[config.mk]
export PLATFORM = sky130hd
export DESIGN_NAME = mem_arbiter
export DESIGN_NICKNAME = d
export VERILOG_FILES = /design/src/rtl/mem_arbiter.sv
export SDC_FILE = /design/constraint.sdc
export NUM_CORES = 1
export LEC_CHECK = 0
export ABC_AREA = 0
export CAP_MARGIN = 0
export CORE_MARGIN = 2
export CORE_UTILIZATION = 41
export CTS_BUF_LIST = sky130_fd_sc_hd__clkbuf_8 sky130_fd_sc_hd__clkbuf_16
export DETAILED_ROUTE_END_ITERATION = 8
export GPL_TIMING_DRIVEN = 1
export HOLD_SLACK_MARGIN = 0.02
export PLACE_DENSITY = 0.82
export SLEW_MARGIN = 20
export SYNTH_ARGS = -nofsm -noshare
export SYNTH_HDL_FRONTEND = slang
export SYNTH_SLANG_ARGS = --single-unit
[constraint.sdc]
create_clock -name clk -period 2.19 [get_ports clk]
set_input_delay 0.3285 -clock clk [delete_from_list [all_inputs] [get_ports clk]]
set_output_delay 0.3285 -clock clk [all_outputs]
set_load 0.05 [all_outputs]
[src/rtl/mem_arbiter.sv]
`default_nettype none
// ============================================================================
// Module   : mem_arbiter
// Purpose  : Arbitrates a fetch port and a data port onto one shared
//            backing-memory port. One transaction is outstanding at a time.
//            The data port has priority, but the fetch port is guaranteed a
//            grant after STARVE_LIMIT consecutive data grants. A transaction
//            that sees no mem_ack for TIMEOUT cycles is aborted: the owner
//            gets a valid pulse with zero read data, and err is set.
// Ports    : clk, rst_n                 clock, asynchronous active-low reset
//            if_req/if_addr             fetch request (level-held until valid)
//            if_rdata/if_valid/if_stall fetch response and pipeline hold
//            me_rd/me_wr/me_addr/me_wdata/me_wstrb  data request
//            me_rdata/me_valid/me_stall data response and pipeline hold
//            mem_req/mem_we/mem_addr/mem_wdata/mem_wstrb  memory request
//            mem_rdata/mem_ack          memory response
//            err                        sticky timeout flag
// Revision : 1.0  initial release
// ============================================================================
module mem_arbiter #(
  parameter int STARVE_LIMIT = 4,
  parameter int TIMEOUT      = 64
) (
  input  logic        clk,
  input  logic        rst_n,
  // fetch port
  input  logic        if_req,
  input  logic [31:0] if_addr,
  output logic [31:0] if_rdata,
  output logic        if_valid,
  output logic        if_stall,
  // data port
  input  logic        me_rd,
  input  logic        me_wr,
  input  logic [31:0] me_addr,
  input  logic [31:0] me_wdata,
  input  logic [3:0]  me_wstrb,
  output logic [31:0] me_rdata,
  output logic        me_valid,
  output logic        me_stall,
  // backing memory
  output logic        mem_req,
  output logic        mem_we,
  output logic [31:0] mem_addr,
  output logic [31:0] mem_wdata,
  output logic [3:0]  mem_wstrb,
  input  logic [31:0] mem_rdata,
  input  logic        mem_ack,
  // status
  output logic        err
);

  localparam int c_STARVE_W = $clog2(STARVE_LIMIT + 1);
  localparam int c_TO_W     = (TIMEOUT > 1) ? $clog2(TIMEOUT) : 1;
  localparam logic [c_STARVE_W-1:0] c_STARVE_MAX = c_STARVE_W'(STARVE_LIMIT);
  localparam logic [c_TO_W-1:0]     c_TO_LAST    = c_TO_W'(TIMEOUT - 1);

  typedef enum logic [1:0] {
    IDLE    = 2'd0,
    IF_BUSY = 2'd1,
    ME_BUSY = 2'd2
  } state_t;

  state_t                  r_state;
  state_t                  w_next_state;
  logic [c_STARVE_W-1:0]   r_starve;
  logic [c_TO_W-1:0]       r_to_cnt;

  logic w_me_req;
  logic w_busy;
  logic w_turnaround;
  logic w_grant_if;
  logic w_grant_me;
  logic w_ack;
  logic w_abort;

  assign w_me_req     = me_rd | me_wr;
  assign w_busy       = (r_state != IDLE);
  // The cycle carrying a completion pulse is a turnaround cycle: the served
  // port's level-held request is stale, so nothing is granted and both ports
  // re-arbitrate together on the following cycle.
  assign w_turnaround = if_valid | me_valid;

  assign mem_req  = w_busy;
  assign if_stall = if_req & ~if_valid;
  assign me_stall = w_me_req & ~me_valid;

  // State register
  always_ff @(posedge clk or negedge rst_n) begin
    if (!rst_n) begin
      r_state <= IDLE;
    end else begin
      r_state <= w_next_state;
    end
  end

  // Arbitration and next state
  always_comb begin
    w_grant_if   = 1'b0;
    w_grant_me   = 1'b0;
    w_ack        = w_busy & mem_ack;
    w_abort      = w_busy & ~mem_ack & (r_to_cnt == c_TO_LAST);
    w_next_state = r_state;

    if (!w_busy && !w_turnaround) begin
      if (w_me_req && if_req) begin
        // Data wins unless the fetch port has already waited out its quota.
        if (r_starve == c_STARVE_MAX) begin
          w_grant_if = 1'b1;
        end else begin
          w_grant_me = 1'b1;
        end
      end else begin
        w_grant_me = w_me_req;
        w_grant_if = if_req;
      end
    end

    if (w_grant_if) begin
      w_next_state = IF_BUSY;
    end else if (w_grant_me) begin
      w_next_state = ME_BUSY;
    end else if (w_ack || w_abort) begin
      w_next_state = IDLE;
    end
  end

  // Datapath, response and counters
  always_ff @(posedge clk or negedge rst_n) begin
    if (!rst_n) begin
      mem_we    <= 1'b0;
      mem_addr  <= 32'd0;
      mem_wdata <= 32'd0;
      mem_wstrb <= 4'd0;
      if_rdata  <= 32'd0;
      if_valid  <= 1'b0;
      me_rdata  <= 32'd0;
      me_valid  <= 1'b0;
      err       <= 1'b0;
      r_starve  <= '0;
      r_to_cnt  <= '0;
    end else begin
      if_valid <= 1'b0;
      me_valid <= 1'b0;

      if (w_grant_if) begin
        mem_addr  <= if_addr;
        mem_we    <= 1'b0;
        mem_wdata <= 32'd0;
        mem_wstrb <= 4'd0;
        r_to_cnt  <= '0;
        r_starve  <= '0;
      end else if (w_grant_me) begin
        // me_wr dominates when both read and write are asserted.
        mem_addr  <= me_addr;
        mem_we    <= me_wr;
        mem_wdata <= me_wdata;
        mem_wstrb <= me_wr ? me_wstrb : 4'd0;
        r_to_cnt  <= '0;
        if (if_req && (r_starve != c_STARVE_MAX)) begin
          r_starve <= r_starve + 1'b1;
        end
      end else if (w_ack) begin
        if (r_state == IF_BUSY) begin
          if_valid <= 1'b1;
          if_rdata <= mem_rdata;
        end else begin
          me_valid <= 1'b1;
          if (!mem_we) begin
            me_rdata <= mem_rdata;
          end
        end
      end else if (w_abort) begin
        err <= 1'b1;
        if (r_state == IF_BUSY) begin
          if_valid <= 1'b1;
          if_rdata <= 32'd0;
        end else begin
          me_valid <= 1'b1;
          me_rdata <= 32'd0;
        end
      end else if (w_busy) begin
        r_to_cnt <= r_to_cnt + 1'b1;
      end
    end
  end

endmodule
`default_nettype wire

# [Yosys cells after proc, flatten, opt, wreduce, memory -nomap -nowiden]
# Index checks and enable logic that the tools add are counted.
[word_totals] reg_bits=147 inputBits=138 elab_cells=97
[op_classes] n_addsub=2 n_eq_ne=7 muxes=45 n_bitwise=14 n_reduce_logical=17
[op_table] op="2-to-1 mux 32 bit" count=13
[op_table] op="2-to-1 mux 6 bit" count=5
[op_table] op="2-to-1 mux 1 bit" count=18
[op_table] op="2-to-1 mux 4 bit" count=3
[op_table] op="2-to-1 mux 3 bit" count=3
[op_table] op="!= test 3 bit, second input constant" count=3
[op_table] op="AND reduction 4 bit" count=2
[op_table] op="nonzero test 2 bit" count=4
[op_table] op="inverter 1 bit" count=7
[op_table] op="adder 6 x 1 -> 6 bit, second input constant" count=1
[op_table] op="== test 6 bit, second input constant" count=1
[op_table] op="2-to-1 mux 2 bit" count=3
[op_table] op="nonzero test 3 bit" count=2
[op_table] op="AND 1 bit" count=5
[op_table] op="AND reduction 5 bit" count=1
[op_table] op="adder 3 x 1 -> 3 bit, second input constant" count=1
[op_table] op="== test 3 bit, second input constant" count=1
[op_table] op="logical AND 1 bit" count=3
[op_table] op="AND reduction 3 bit" count=1
[op_table] op="== test 2 x 1 -> 1 bit, second input constant" count=1
[op_table] op="zero test 1 bit" count=2
[op_table] op="!= test 2 bit, second input constant" count=1
[op_table] op="bitwise OR 1 bit" count=2
[op_table] op="AND reduction 2 bit" count=1
[op_table] op="logical OR 1 bit" count=1

# [Depth between registers and ports, before layout]
# Gate-level depths: netlist (run 1).
[depth] ltp_word=7 mapped_depth=8 depth_no_buf=6

# [Worst setup path before layout (run 1)]
# OpenSTA, ideal clock, no wires.
[synth_path] kind="flip-flop to flip-flop" start="register me_valid" end="register mem_wstrb[0]" t_arrival_ns=1.709 required_time_ns=2.113 setup_slack_ns=0.404 path_stages_with_launch=7 period_less_slack_ns=1.786 path_cell_list="dfrtp_1 -> nor4_4 -> and3_1 -> buf_2 -> buf_2 -> nand3_1 -> a21oi_1"
[synth_via] elab_chain_len=5 word_cells_on_any_way=7 classes_between="3 x mux; 1 x bitwise; 3 x reduce/logical"
[synth_rtl] element="from (decl)" line_no="39" rtl="output logic me_valid,"
[synth_rtl] element="from (signal assigned)" line_no="138" rtl="me_valid <= 1'b0;"
[synth_rtl] element="from (signal assigned)" line_no="144" rtl="me_valid <= 1'b0;"
[synth_rtl] element="from (signal assigned)" line_no="168" rtl="me_valid <= 1'b1;"
[synth_rtl] element="bitwise OR 1 bit *" line_no="82" rtl="assign w_turnaround = if_valid | me_valid;"
[synth_rtl] element="zero test 1 bit *" line_no="105" rtl="if (!w_busy && !w_turnaround) begin"
[synth_rtl] element="logical AND 1 bit *" line_no="105"
[synth_rtl] element="2-to-1 mux 1 bit" line_no="105"
[synth_rtl] element="2-to-1 mux 4 bit / nonzero test 2 bit (equally long branches)"
[synth_rtl] element="to (signal assigned)" line_no="158" rtl="mem_wstrb <= me_wr ? me_wstrb : 4'd0;"
[synth_rtl] element="to (decl)" line_no="46" rtl="output logic [3:0] mem_wstrb,"
# Every way passes the cells marked *; elsewhere a longest branch is shown, timed or not.
# A chain may end at the register's enable or synchronous reset.

# [Worst setup path after layout (run 1)]
[layout_path] start="register r_state[1]" end="output port mem_req"
[layout_via] elab_chain_len=1
[layout_rtl] element="from (decl)" line_no="64" rtl="state_t r_state;"
[layout_rtl] element="from (signal assigned)" line_no="93" rtl="r_state <= w_next_state;"
[layout_rtl] element="nonzero test 2 bit" line_no="78" rtl="assign w_busy = (r_state != IDLE);"
[layout_rtl] element="to (decl)" line_no="42" rtl="output logic mem_req,"
# Every way passes these cells.

==> impl_metrics.ini, run 1 <==
[synth]
synth_seq_cells = 147
ys_types = 40
synth_commonest_cells = dfrtp_1 (147), a22o_1 (95), nand2_1 (45)
syn_avg_cell_area_um2 = 12.8
async_flop_share = 1.00
synth_nets = 600
ys_top_cells_by_area = dfrtp_1 (63%), a22o_1 (14%), a2bb2oi_1 (3.4%)
syn_area_um2 = 5880
ys_warn_count = 0
seq_area_frac_synth = 0.626
synth_edf_count = 0
syn_inst = 459
synth_top_cell_by_area = dfrtp_1
synth_most_common_cell = dfrtp_1
synth_top_area_share = 0.626
synth_flop_cell = dfrtp_1

[sta]
max_slew_margin = 0.625
drv_slew = 0
rsz0062_at_grt = no
worst_pin_slew_ns = 0.560
fin_crit_sh = 0.918
hold_viol = 0
fin_hold_ws_ns = 0.439
fmax_mhz = 497
setup_viol = 0
layout_setup_ws_ns = 0.179
min_period_ns = 2.01
clock-skew-final_ns = 0.00992
tns_ns = 0

[layout]
area_delta_synth_final_pct = 62.1
drive_above_1_share = 0.113
nets = 877
n_antenna_cell = 0

[worst_setup_path]
crit_arrival_ns = 1.68
critPathMaxStageDelay_ns = 0.51
crit_start = r_state[1]$_DFFE_PN0P_
critical_path_class = register to output pin
cp-start-kind = register
critPathMaxFanout = 8
cp_cell_sequence = or2_0, buf_4, buf_12
reg2reg_from = r_state[1]$_DFFE_PN0P_
crit_path_end_kind = output pin
required_ns = 1.86
slowest_stage = dfrtp_1

[grt]
overflow = 0
grt_pass1_vias = 5255
track_usage = 0.235
antenna_found_initial = 0
grt_max_degree = 57
grt_pass1_wl_um = 27500

[power]
peakVddDrop_mv = 1.08
power_density_nw_per_um2 = 1840
p_leak_nw = 4.16

[floorplanning]
ioPinCount = 277
core-area_um2 = 13900
start_util = 0.422
fp.dieH_um = 124
rows = 43
die_x_um = 124
die_area_um2 = 15300

[clocking]
tritoncts = yes
cts_buffers = 17
clock_sinks = 147
cts_root_buf = clkbuf_16
cts.htree.levels = 4
clock_path_buffers = 2
clk_latency_ns = 0.41
path_clk_slew_ns = 0.06
cts_resized = 0

[route]
firstDrtPassIters = 4
drtIter0Drc = 364
wl_per_cell_um = 19.3
ant_nets = 0
viasPerCell = 5.35
vias = 4973
drc = 0
routed_wl_um = 17900

[status]
status = complete, no violations

[placed_design]
dp_hpwl_um = 12600
dp_slack_ns = 0.0571
port_buffers = 276
place.gp.congestion = 0.851

[job]
cap_violations = 0

[worst_hold_path]
worstHoldPathType = input pin to async pin
## registers in the layout (all words and copies together) (netlist names), 2 cells and up
register,count
if_rdata,32
mem_wstrb,4
mem_addr,32
r_to_cnt,6
me_rdata,32
r_state,2
mem_wdata,32
r_starve,3
## cell type report
class | instances | area [um^2]
clock buffers | 19 | 453
clock inverters | 13 | 149
fillers | 964 | 4410
inverters | 5 | 18.8
multi-input cells | 270 | 2010
flip-flops and latches | 147 | 3680
well taps | 180 | 225
repair buffers | 295 | 2990
## critical path: cells and delay by family, from the launching register on
family	cells	cell delay, ns
DFF	1	0.51
and+or+nand+nor	1	0.42
buffers and inverters	2	0.35
## cells by family after synthesis
family | Yosys count | synth area share
multiplexers | 1 | 0.00170
AND/OR/NAND/NOR | 78 | 0.0662
XOR/XNOR | 1 | 0.00149
adder cells (fa/ha/maj) | 3 | 0.00639
AO/OA/AOI/OAI | 187 | 0.264
flip-flops | 147 | 0.626
buffers and inverters | 42 | 0.0336
## power by group
group / internal [W] / switching (W) / total, W
Clock: 0.00176 / 0.00116 / 0.00291
Sequential: 0.00395 / 0.000784 / 0.00473
Combinational: 0.00357 / 0.00631 / 0.00988
## routing by layer
layer  GRT usage  up-vias  part of all wire
met5           0        -                 0
met4      0.0618        0             0.010
met3       0.100       14              0.10
met2       0.392      238              0.49
met1       0.281     2443              0.40
li1            -     2278                 -
## cell usage in the layout (no fill, tap or decap), types with 4 or more instances in the layout
cell type	synthesis	routed
a21oi_2	10	10
nand2_1	45	45
clkdlybuf4s50_1	0	271
inv_1	5	5
nor2_1	6	5
a2bb2oi_1	23	23
clkbuf_16	0	17
a21oi_1	30	30
buf_4	1	15
a2bb2oi_2	10	10
inv_6	0	4
o21ai_0	4	4
buf_12	0	7
nand3_1	12	12
a22o_1	95	95
dfrtp_1	147	147
## per-stage QoR
step | instances | area [um^2] | util | power [W]
floorplan | 459 | 5880 | - | 0.0111
global placement | 896 | 8910 | 0.640 | 0.0144
detailed placement | 896 | 8910 | 0.640 | 0.0146
CTS | 929 | 9520 | 0.683 | 0.0177
global route | 929 | 9520 | 0.683 | 0.0184
finish | 929 | 9520 | 0.683 | 0.0175
## path summary, 6_finish.rpt
check	endpoint	slack, ns	cells after the start
max	mem_req	0.18	3
min	mem_wdata[8]$_DFFE_PN0P_	0.44	2
max reg2reg	r_to_cnt[5]$_DFFE_PN0P_	0.31	5
min reg2reg	err$_DFFE_PN0P_	0.46	1
max in group asynchronous	mem_wdata[19]$_DFFE_PN0P_	1.08	3
min in group clk	err$_DFFE_PN0P_	0.46	1
## repair_timing
item                                   CTS  global route
hold buffers                             1             0
buffers inserted                         0             0
endpoints found under the hold margin   48             0
No activity file was read; power rests on OpenSTA's default activity.
==> run 2, diff against run 1 <==
- CAP_MARGIN: 0 -> not set
- RECOVER_POWER: not set -> 100
==> impl_metrics.ini, run 2 (synthesis gave the netlist of run 1 again) <==
[layout]
area_delta_synth_final_pct = 60.2
fill_cells = 985
n_antenna_cell = 0
nets = 877
drive_above_1_share = 0.0935
final_cell_mix = dfrtp_1 (147), dlygate4sd3_1 (137), clkdlybuf4s50_1 (135)
layout_commonest_cell = dfrtp_1
final_cells = 929

[worst_setup_path]
crit_family = buffers and inverters
slowest_stage = dlygate4sd3_1
critical_path_class = register to output pin
critPathMaxFanout = 3
path_buf_inv = 1
crit_path_end_kind = output pin
worst_r2r_path_depth = 5
cp-start-kind = register
crit_arrival_ns = 1.75
required_ns = 1.86
critPathMaxStageDelay_ns = 0.94
cp.depth = 1
cp_cell_sequence = dlygate4sd3_1

[clocking]
cts_buffers = 17
cts_root_buf = clkbuf_16
cts_hold_buf = 1
tritoncts = yes
clk_latency_ns = 0.41
path_clk_slew_ns = 0.06
cts.htree.levels = 4
clock_path_buffers = 2
clock_sinks = 147
post_cts_buffers = 0
cts_resized = 0

[route]
wl_per_cell_um = 19.3
viasPerCell = 5.39
routed_wl_um = 17900
vias = 5004
drtIter0Drc = 375
ant_nets = 0
firstDrtPassIters = 4
drc = 0

[placed_design]
place.gp.congestion = 0.851
port_buffers = 276
dp_hpwl_um = 12600
dp_cells = 896

[power]
pwr-share-seq = 0.276
p_clk_frac = 0.172
power.switching_w = 0.00815
total_power_w = 0.0169
p_leak_nw = 4.32
peakVddDrop_mv = 1.04
p_comb_frac = 0.552
power_density_nw_per_um2 = 1800
switching_share = 0.481
internal_power_w = 0.00878

[sta]
min_period_ns = 2.08
clock-skew-final_ns = 0.00938
fin_crit_sh = 0.949
worst_pin_slew_ns = 1.29
drv_slew = 0
hold_viol = 0
fmax_mhz = 481
tns_ns = 0
fin_hold_ws_ns = 0.452
setup_viol = 0
max_slew_margin = 0.139
rsz0062_at_grt = no

[grt]
grt_pass1_vias = 5255
grt_max_degree = 57
grt_pass1_wl_um = 27500
antenna_found_initial = 0
track_usage = 0.235
overflow = 0

[worst_hold_path]
worstHoldPathType = register to register
holdPathStages = 1

[status]
status = complete, no violations

[floorplanning]
core-area_um2 = 13900
ioPinCount = 277
die_x_um = 124
rows = 43
start_util = 0.422
die_area_um2 = 15300
fp.dieH_um = 124

[job]
cap_violations = 0
## run 2: cell count changes in the layout (fill, tap and decap cells not counted), sizes merged
cell | before | now
clkdlybuf4s50 | 271 | 135
clkbuf | 19 | 26
dlymetal6s2s | 0 | 1
buf | 23 | 15
dlygate4sd3 | 1 | 137
## run 2: area by class of cell
type / instances / area [um^2] / area share
Tap cell: 180 / 225 / 0.0239
Timing Repair Buffer: 295 / 2950 / 0.313
Sequential cell: 147 / 3680 / 0.391
Clock buffer: 19 / 453 / 0.0481
Inverter: 5 / 18.8 / 0.00199
Multi-Input combinational cell: 270 / 1940 / 0.206
Clock inverter: 13 / 149 / 0.0158
## run 2: per-layer routing
metal,vias to the layer above,GRT usage,share of wire
met5,-,0,0
met4,0,0.0618,0.013
met3,19,0.100,0.11
met2,250,0.392,0.49
met1,2459,0.281,0.39
li1,2276,-,-
## run 2: worst paths after layout
check                                             from                       end  slack (ns)
worst min register to register         err$_DFFE_PN0P_           err$_DFFE_PN0P_        0.45
worst max-delay path                mem_we$_DFFE_PN0P_                    mem_we        0.11
worst max register to register  r_state[1]$_DFFE_PN0P_   mem_addr[0]$_DFFE_PN0P_        0.21
worst min-delay path                   err$_DFFE_PN0P_           err$_DFFE_PN0P_        0.45
max in group asynchronous                        rst_n  me_rdata[13]$_DFFE_PN0P_        0.42
min in group asynchronous                        rst_n  mem_wdata[8]$_DFFE_PN0P_        0.74
## run 2: metrics by stage
step,cell area (um^2),utilization,setup WS [ns]
2_1_floorplan,5880,-,0.404
3_3_place_gp,8910,0.640,0.148
3_5_place_dp,8910,0.640,0.0571
4_1_cts,9520,0.683,0.142
5_1_grt,9410,0.676,0.0589
6_report,9410,0.676,0.112
## run 2: power by group through the flow
| stage | Combinational, W | Clock (W) | Sequential [W] |
|---|---|---|---|
| 3_5_place_dp | 0.00992 | 0 | 0.00473 |
| 2_1_floorplan | 0.00242 | 0 | 0.00866 |
| 4_1_cts | 0.00994 | 0.00299 | 0.00473 |
| 6_report | 0.00934 | 0.00291 | 0.00468 |
| 3_3_place_gp | 0.00974 | 0 | 0.00468 |
| 5_1_grt | 0.00983 | 0.00312 | 0.00483 |
